===== src/rtl/addsub_serial.sv =====
// Sliced adder/subtractor: processes N-bit operands K bits per cycle, LSB slice first,
// with a registered carry between slices, plus zero flag and optional signed clamp.
module addsub_serial #(
  parameter int N = 32,
  parameter int K = 8
) (
  input  logic         Clk,
  input  logic         Reset_n,
  input  logic         Start,
  output logic         Ready,
  input  logic [N-1:0] A,
  input  logic [N-1:0] B,
  input  logic         Subtract,
  input  logic         Saturate,
  output logic [N-1:0] Result,
  output logic         FlagN,
  output logic         FlagZ,
  output logic         FlagC,
  output logic         FlagV,
  output logic         Done
);

  localparam int S  = N / K;
  localparam int CW = (S > 1) ? $clog2(S) : 1;
  localparam logic [CW-1:0] LAST_IDX = CW'(S - 1);

  typedef enum logic [1:0] {IDLE, RUN, DONE} stateT;

  stateT stateReg, stateNext;

  logic [N-1:0]  aReg, bEffReg, accReg, accNext;
  logic          carryReg, satReg;
  logic [CW-1:0] sliceIdxReg;

  logic [K-1:0]  aSlice, bSlice, sliceSum;
  logic [K:0]    sliceFull;
  logic          carryOut, lastSlice, rawV;
  logic [N-1:0]  satVal, finalResult;

  always_ff @(posedge Clk or negedge Reset_n) begin
    if (!Reset_n) stateReg <= IDLE;
    else          stateReg <= stateNext;
  end

  always_comb begin
    stateNext = stateReg;
    case (stateReg)
      IDLE:    if (Start) stateNext = RUN;
      RUN:     if (lastSlice) stateNext = DONE;
      DONE:    stateNext = IDLE;
      default: stateNext = IDLE;
    endcase
  end

  assign Ready = (stateReg == IDLE);
  assign Done  = (stateReg == DONE);

  // Current slice is selected by shifting the latched operands down.
  assign aSlice    = K'(aReg >> (int'(sliceIdxReg) * K));
  assign bSlice    = K'(bEffReg >> (int'(sliceIdxReg) * K));
  assign sliceFull = {1'b0, aSlice} + {1'b0, bSlice} + (K+1)'(carryReg);
  assign sliceSum  = sliceFull[K-1:0];
  assign carryOut  = sliceFull[K];
  assign lastSlice = (sliceIdxReg == LAST_IDX);

  genvar gi;
  generate
    for (gi = 0; gi < S; gi++) begin : gSlice
      assign accNext[gi*K +: K] = (sliceIdxReg == CW'(gi)) ? sliceSum : accReg[gi*K +: K];
    end
  endgenerate

  // Overflow uses the effective addend, so subtract is handled the same way as add.
  assign rawV        = (aReg[N-1] == bEffReg[N-1]) && (accNext[N-1] != aReg[N-1]);
  assign satVal      = aReg[N-1] ? {1'b1, {(N-1){1'b0}}} : {1'b0, {(N-1){1'b1}}};
  assign finalResult = (satReg && rawV) ? satVal : accNext;

  always_ff @(posedge Clk or negedge Reset_n) begin
    if (!Reset_n) begin
      aReg        <= '0;
      bEffReg     <= '0;
      accReg      <= '0;
      carryReg    <= 1'b0;
      satReg      <= 1'b0;
      sliceIdxReg <= '0;
      Result      <= '0;
      FlagN       <= 1'b0;
      FlagZ       <= 1'b1;
      FlagC       <= 1'b0;
      FlagV       <= 1'b0;
    end else begin
      case (stateReg)
        IDLE: begin
          if (Start) begin
            aReg        <= A;
            bEffReg     <= Subtract ? ~B : B;
            carryReg    <= Subtract;
            satReg      <= Saturate;
            sliceIdxReg <= '0;
          end
        end
        RUN: begin
          accReg      <= accNext;
          carryReg    <= carryOut;
          sliceIdxReg <= sliceIdxReg + CW'(1);
          if (lastSlice) begin
            Result <= finalResult;
            FlagN  <= finalResult[N-1];
            FlagZ  <= (finalResult == '0);
            FlagC  <= carryOut;
            FlagV  <= rawV;
          end
        end
        default: ;
      endcase
    end
  end

endmodule

===== config.mk =====
export PLATFORM = sky130hd
export DESIGN_NAME = addsub_serial
export DESIGN_NICKNAME = d
export VERILOG_FILES = /design/src/rtl/addsub_serial.sv
export SDC_FILE = /design/constraint.sdc
export NUM_CORES = 1
export LEC_CHECK = 0
export ABC_AREA = 1
export BUFFER_PORTS_ARGS = -buffer_cell sky130_fd_sc_hd__buf_4
export CAP_MARGIN = 20
export CORE_MARGIN = 5
export CORE_UTILIZATION = 61
export DETAILED_ROUTE_END_ITERATION = 10
export PLACE_DENSITY = 0.95
export SETUP_SLACK_MARGIN = 0.3
export SYNTH_ARGS = -nofsm -noshare
export SYNTH_HDL_FRONTEND = slang
export SYNTH_SLANG_ARGS = --single-unit
export TNS_END_PERCENT = 5

===== constraint.sdc =====
create_clock -name Clk -period 5.9 [get_ports Clk]
set_clock_uncertainty 0.1 [all_clocks]
set_input_delay 0.59 -clock Clk [delete_from_list [all_inputs] [get_ports Clk]]
set_output_delay 0.59 -clock Clk [all_outputs]
set_load 0.01 [all_outputs]

==> Yosys cells after proc, flatten, opt, wreduce, memory -nomap -nowiden <==
Index checks and enable logic that the tools add are counted.
{ "op_classes": {"muxes": 14, "eq_ne": 9, "reduce_logical": 10, "addsub": 3, "shift": 2, "bitwise": 1} }
{ "ops": {"columns": ["op", "count"], "rows": [
  ["$mux W32", 3],
  ["$shr A32 B5 Y8", 2],
  ["$logic_not A32 Y1", 1],
  ["$mux W8", 4],
  ["$not A32 Y32", 1],
  ["$add A8 B8 Y9", 1],
  ["$add A9 B1 Y9", 1],
  ["$pmux W2 S2", 2],
  ["$reduce_and A2 Y1", 4],
  ["$eq A2 B2 Y1 const B", 3],
  ["$mux W2", 3],
  ["$eq A2 B1 Y1 const B", 2],
  ["$logic_not A2 Y1", 2],
  ["$ne A2 B2 Y1 const B", 2],
  ["$add A2 B1 Y2 const B", 1],
  ["$logic_and A1 B1 Y1", 2],
  ["$pmux W1 S2", 1],
  ["$reduce_bool A2 Y1", 1],
  ["$eq A1 B1 Y1", 1],
  ["$mux W1", 1],
  ["$ne A1 B1 Y1", 1]
]} }
{ "word_totals": {"ff_bits": 138, "output_inout_bits": 38, "inputBits": 69} }

==> Longest topological paths before layout <==
{ "logic_depth": {"ltp_word": 9, "depth_mapped": 23, "mapped_depth_nobuf": 21} }

==> Worst setup path after synthesis <==
No wires, ideal clock.
{ "synth_timing": {"kind": "register -> register", "start": "reg sliceIdxReg[0]", "end": "reg FlagZ", "path_stages_with_launch": 22, "t_arrival_ns": 2.952, "period_less_slack_ns": 3.129, "path_slack_ns": 2.771, "n_path_buf": 2, "setup_ns": 0.076, "path_cell_list": "dfrtp_1 -> clkbuf_1 -> inv_1 -> clkbuf_1 -> nor2_1 -> o22ai_1 -> fa_1 -> inv_1 -> fa_1 -> inv_1 -> nand3_1 -> nand2_1 -> xor2_1 -> inv_1 -> o21ai_0 -> o21ai_2 -> nand2_1 -> inv_1 -> nand2_1 -> nor2_1 -> nand3_1 -> nand2_1"} }
{ "synth_via": {"elab_chain_cells": 9, "word_cells_on_any_way": 18, "classes_between": "2 x add/sub; 4 x eq/ne; 2 x shift; 5 x mux; 5 x reduce/logical"} }
{ "synth_rtl": {"columns": ["item", "line_no", "source"], "rows": [
  ["start, declared", "33", "logic [CW-1:0] sliceIdxReg;"],
  ["start signal, assigned", "105", "sliceIdxReg <= sliceIdxReg + CW'(1);"],
  ["$shr A32 B5 Y8 (on tied branches)", "59, 60", null],
  ["$add A8 B8 Y9", "61", "assign sliceFull = {1'b0, aSlice} + {1'b0, bSlice} + (K+1)'(carryReg);"],
  ["$add A9 B1 Y9", "61", null],
  ["$mux W8", "69", "assign accNext[gi*K +: K] = (sliceIdxReg == CW'(gi)) ? sliceSum : accReg[gi*K +: K];"],
  ["$ne A1 B1 Y1", "74", "assign rawV = (aReg[N-1] == bEffReg[N-1]) && (accNext[N-1] != aReg[N-1]);"],
  ["$logic_and A1 B1 Y1", "74", null],
  ["$logic_and A1 B1 Y1", "76", "assign finalResult = (satReg && rawV) ? satVal : accNext;"],
  ["$mux W32", "76", null],
  ["$logic_not A32 Y1", "109", "FlagZ <= (finalResult == '0);"],
  ["end signal, assigned", "109", null],
  ["end, declared", "17", "output logic FlagZ,"]
]} }
Parallel ways exist; a longest one is shown, timed or not.
A chain may end at the register's enable or synchronous reset.

==> Worst setup path in the final report <==
{ "layout_timing": {"start": "reg sliceIdxReg[1]", "end": "reg FlagZ"} }
Same word-level chain as after synthesis.

==> impl_metrics.ini <==
[logic_synthesis]
syn_nets = 913
synth_cell_types = 42
synthSimpleGateAreaFrac_pct = 22.9
synth_edf_count = 0
synth_top_flop_cell = dfrtp_1
synth_top_area_share_pct = 49.8
ys_ff_latch = 137
synth_commonest_cells = nand2_1 (318), dfrtp_1 (136), o21ai_0 (104)
synth_compound_area_share_pct = 15.1
synth_area_per_cell_um2 = 8.23
synth-xor-area-share_pct = 4.35
synth_area_leaders = dfrtp_1 (50%), nand2_1 (17%), o21ai_0 (7.6%)
mappedNetlistArea_mm2 = 0.00684
syn_inst = 831
synthMuxAreaShare_pct = 0
synth_adder_area_share_pct = 2.60
synth_top_family_by_area = simple AND/OR/NAND/NOR gates
async_flop_share_pct = 100
yosysSeqAreaShare_pct = 50.1
post-synth-top-area-cell = dfrtp_1
yosysWarnings = 0
yosys.cell_count.top_type = nand2_1

[routing]
final_antenna_net_count = 0
wirelength_mm = 18.5
viasPerCell = 5.83
drtIter0Drc = 639
drc_errors = 0
wl_per_cell_um = 17.3
vias = 6243
dr.pass1.iters = 6

[sta]
slew_viol_final = 0
worst_slew_pin_slew_ps = 1030
maxSlewHeadroom_pct = 31.6
finalSetupTns_ps = 0
rsz0062_at_grt = false
finalHoldViolCount = 0
min_period_over_period_pct = 69.8
fmax_mhz = 243
min_period_ps = 4120
setup_viol = 0
worst_slack_ps = 1780

[clock_tree]
root_buffer = clkbuf_16
cts_tree = yes
htree_levels = 4
clk_latency_ps = 420
ctsResizeCount = 0
cts.clk_slew.worst_paths_ps = 60
postCtsHoldBufs = 0
clockBufferDepth = 2
clock-sinks = 137
numCtsBuffers = 17
post_cts_buffers = 0

[floorplanning]
die_h_um = 116
row_count = 38
die-area_mm2 = 0.0134
die_x_um = 116
core_mm2 = 0.0109
start_util_pct = 62.6
pin_count = 107

[grt]
grt_pass1_wl_mm = 30.6
grt_max_degree = 99
grt_pass1_vias = 6264
grt_usage_pct = 28.9
antenna_found_initial = 0
overflow = 0

[cells_and_area]
diodes = 0
fill_cells = 737
area_delta_synth_final_pct = 21.9
drive_gt1_share_pct = 18.0
nNetsFinal = 999

[critical_path]
cp.depth = 19
crit_start = sliceIdxReg[1]
regToRegStartpoint = sliceIdxReg[1]
path_cells = clkinv_1, o21ai_0, o22ai_1, ha_1, nand2_1, inv_1, a21oi_2, nand2_2, nand2_1, nand3_2, nand4_2, nand2_2, inv_2, nand2_1, nor2_1, nand2_1, nor2_1, nand3_1, nand2_1
path_common_cell = nand2_1
r2r_setup_slack_ps = 1780
cp.arrival_ps = 4380
slowest_stage = dfrtp_1
critPathTopFamily = simple AND/OR/NAND/NOR gates
reg2reg_depth = 19
slowest_delay_ps = 720
r2r_end = FlagZ
critPathBufInv = 3
crit_path_end_kind = flop
startpoint_type = flop
crit_fanout = 25
path_class = reg -> reg
required_ps = 6160

[placed_design]
hpwl_mm = 11.9
gp_congestion = 0.892
dp_slack_ps = 2000
portBuffers = 106

[outcome]
status = finished, final reports clean

[power]
leakagePower_uw = 0.00418
irDropWorstVdd_mv = 0.388
p_total_uw = 6240
powerDensity_mw_per_mm2 = 749

[job]
drv_cap = 0

[hold_path]
hold_path_class = in -> async
==> metrics by stage <==
stage	area, um2	hold slack (ps)	instances	util (%)
6_report	8340	119	1070	76.2
5_1_grt	8340	205	1070	76.2
4_1_cts	8310	158	1069	76.0
3_5_place_dp	7660	365	1037	70.0
3_3_place_gp	7660	360	1037	70.0
2_1_floorplan	6840	194	831	-
==> cells by family after synthesis <==
kind of cell,count (synthesis)
compound gates,175
fa+ha+maj,13
flops,137
simple gates,390
xor+xnor,34
buf+inv,82
==> where the power goes <==
group	internal, uW	switching, uW	leakage [uW]
Sequential	1390	305	0.00168
Clock	756	434	0.000309
Combinational	1150	2200	0.00219
==> worst register-to-register path, delay by kind of cell, from the launching register on <==
family,cells,cell delay [ps]
AND/OR/NAND/NOR,12,1200
buffers and inverters,3,1020
flip-flops,1,720
AO/OA/AOI/OAI,3,640
adder cells (fa/ha/maj),1,370
==> per-layer routing <==
layer  vias up  track usage [%]  share of wire [%]
met5         -                0                  0
met4         0             10.4                2.7
met1      2962             36.8                 39
met2       349             48.6                 50
li1       2881                -                  -
met3        51             6.58                7.9
==> sequential cells by signal, summed over array words and instances, names as in the netlist, 2 cells and up <==
| register | count |
|---|---|
| Result | 32 |
| aReg | 32 |
| accReg | 32 |
| bEffReg | 32 |
| sliceIdxReg | 2 |
| stateReg | 2 |
==> final cells by class <==
type	count	area [um2]	area share, %
Clock buffer	19	433	5.19
Timing Repair Buffer	112	861	10.3
Multi-Input combinational cell	612	3080	37.0
Tap cell	140	175	2.10
Inverter	37	139	1.67
Sequential cell	137	3430	41.1
Clock inverter	13	218	2.61
==> how the worst max path moves through the flow <==
stage | end | slack, ps
3_5_place_dp | FlagZ | 2000
5_1_grt | FlagZ | 1440
3_3_place_gp | FlagZ | 2120
2_1_floorplan | FlagZ | 2770
4_1_cts | FlagZ | 1940
6_report | FlagZ | 1780
==> cells in the final DEF (no fill, tap or decap), drive strengths merged, types with 2 or more instances in the layout <==
master / netlist / layout
dfrtp: 136 / 136
a21oi: 11 / 11
xnor2: 32 / 32
a31oi: 2 / 2
o22a: 2 / 2
bufinv: 0 / 5
xor2: 2 / 2
buf: 10 / 112
ha: 11 / 11
inv: 34 / 37
clkinvlp: 0 / 2
clkinv: 3 / 6
nand2: 324 / 324
o22ai: 14 / 14
nand3: 15 / 15
nor2: 41 / 41
fa: 2 / 2
o21ai: 115 / 115
nand4: 5 / 5
a32oi: 2 / 2
a2bb2oi: 24 / 24
or2: 3 / 3
clkbuf: 35 / 19
Note: power is estimated with default switching activity, not from simulation.
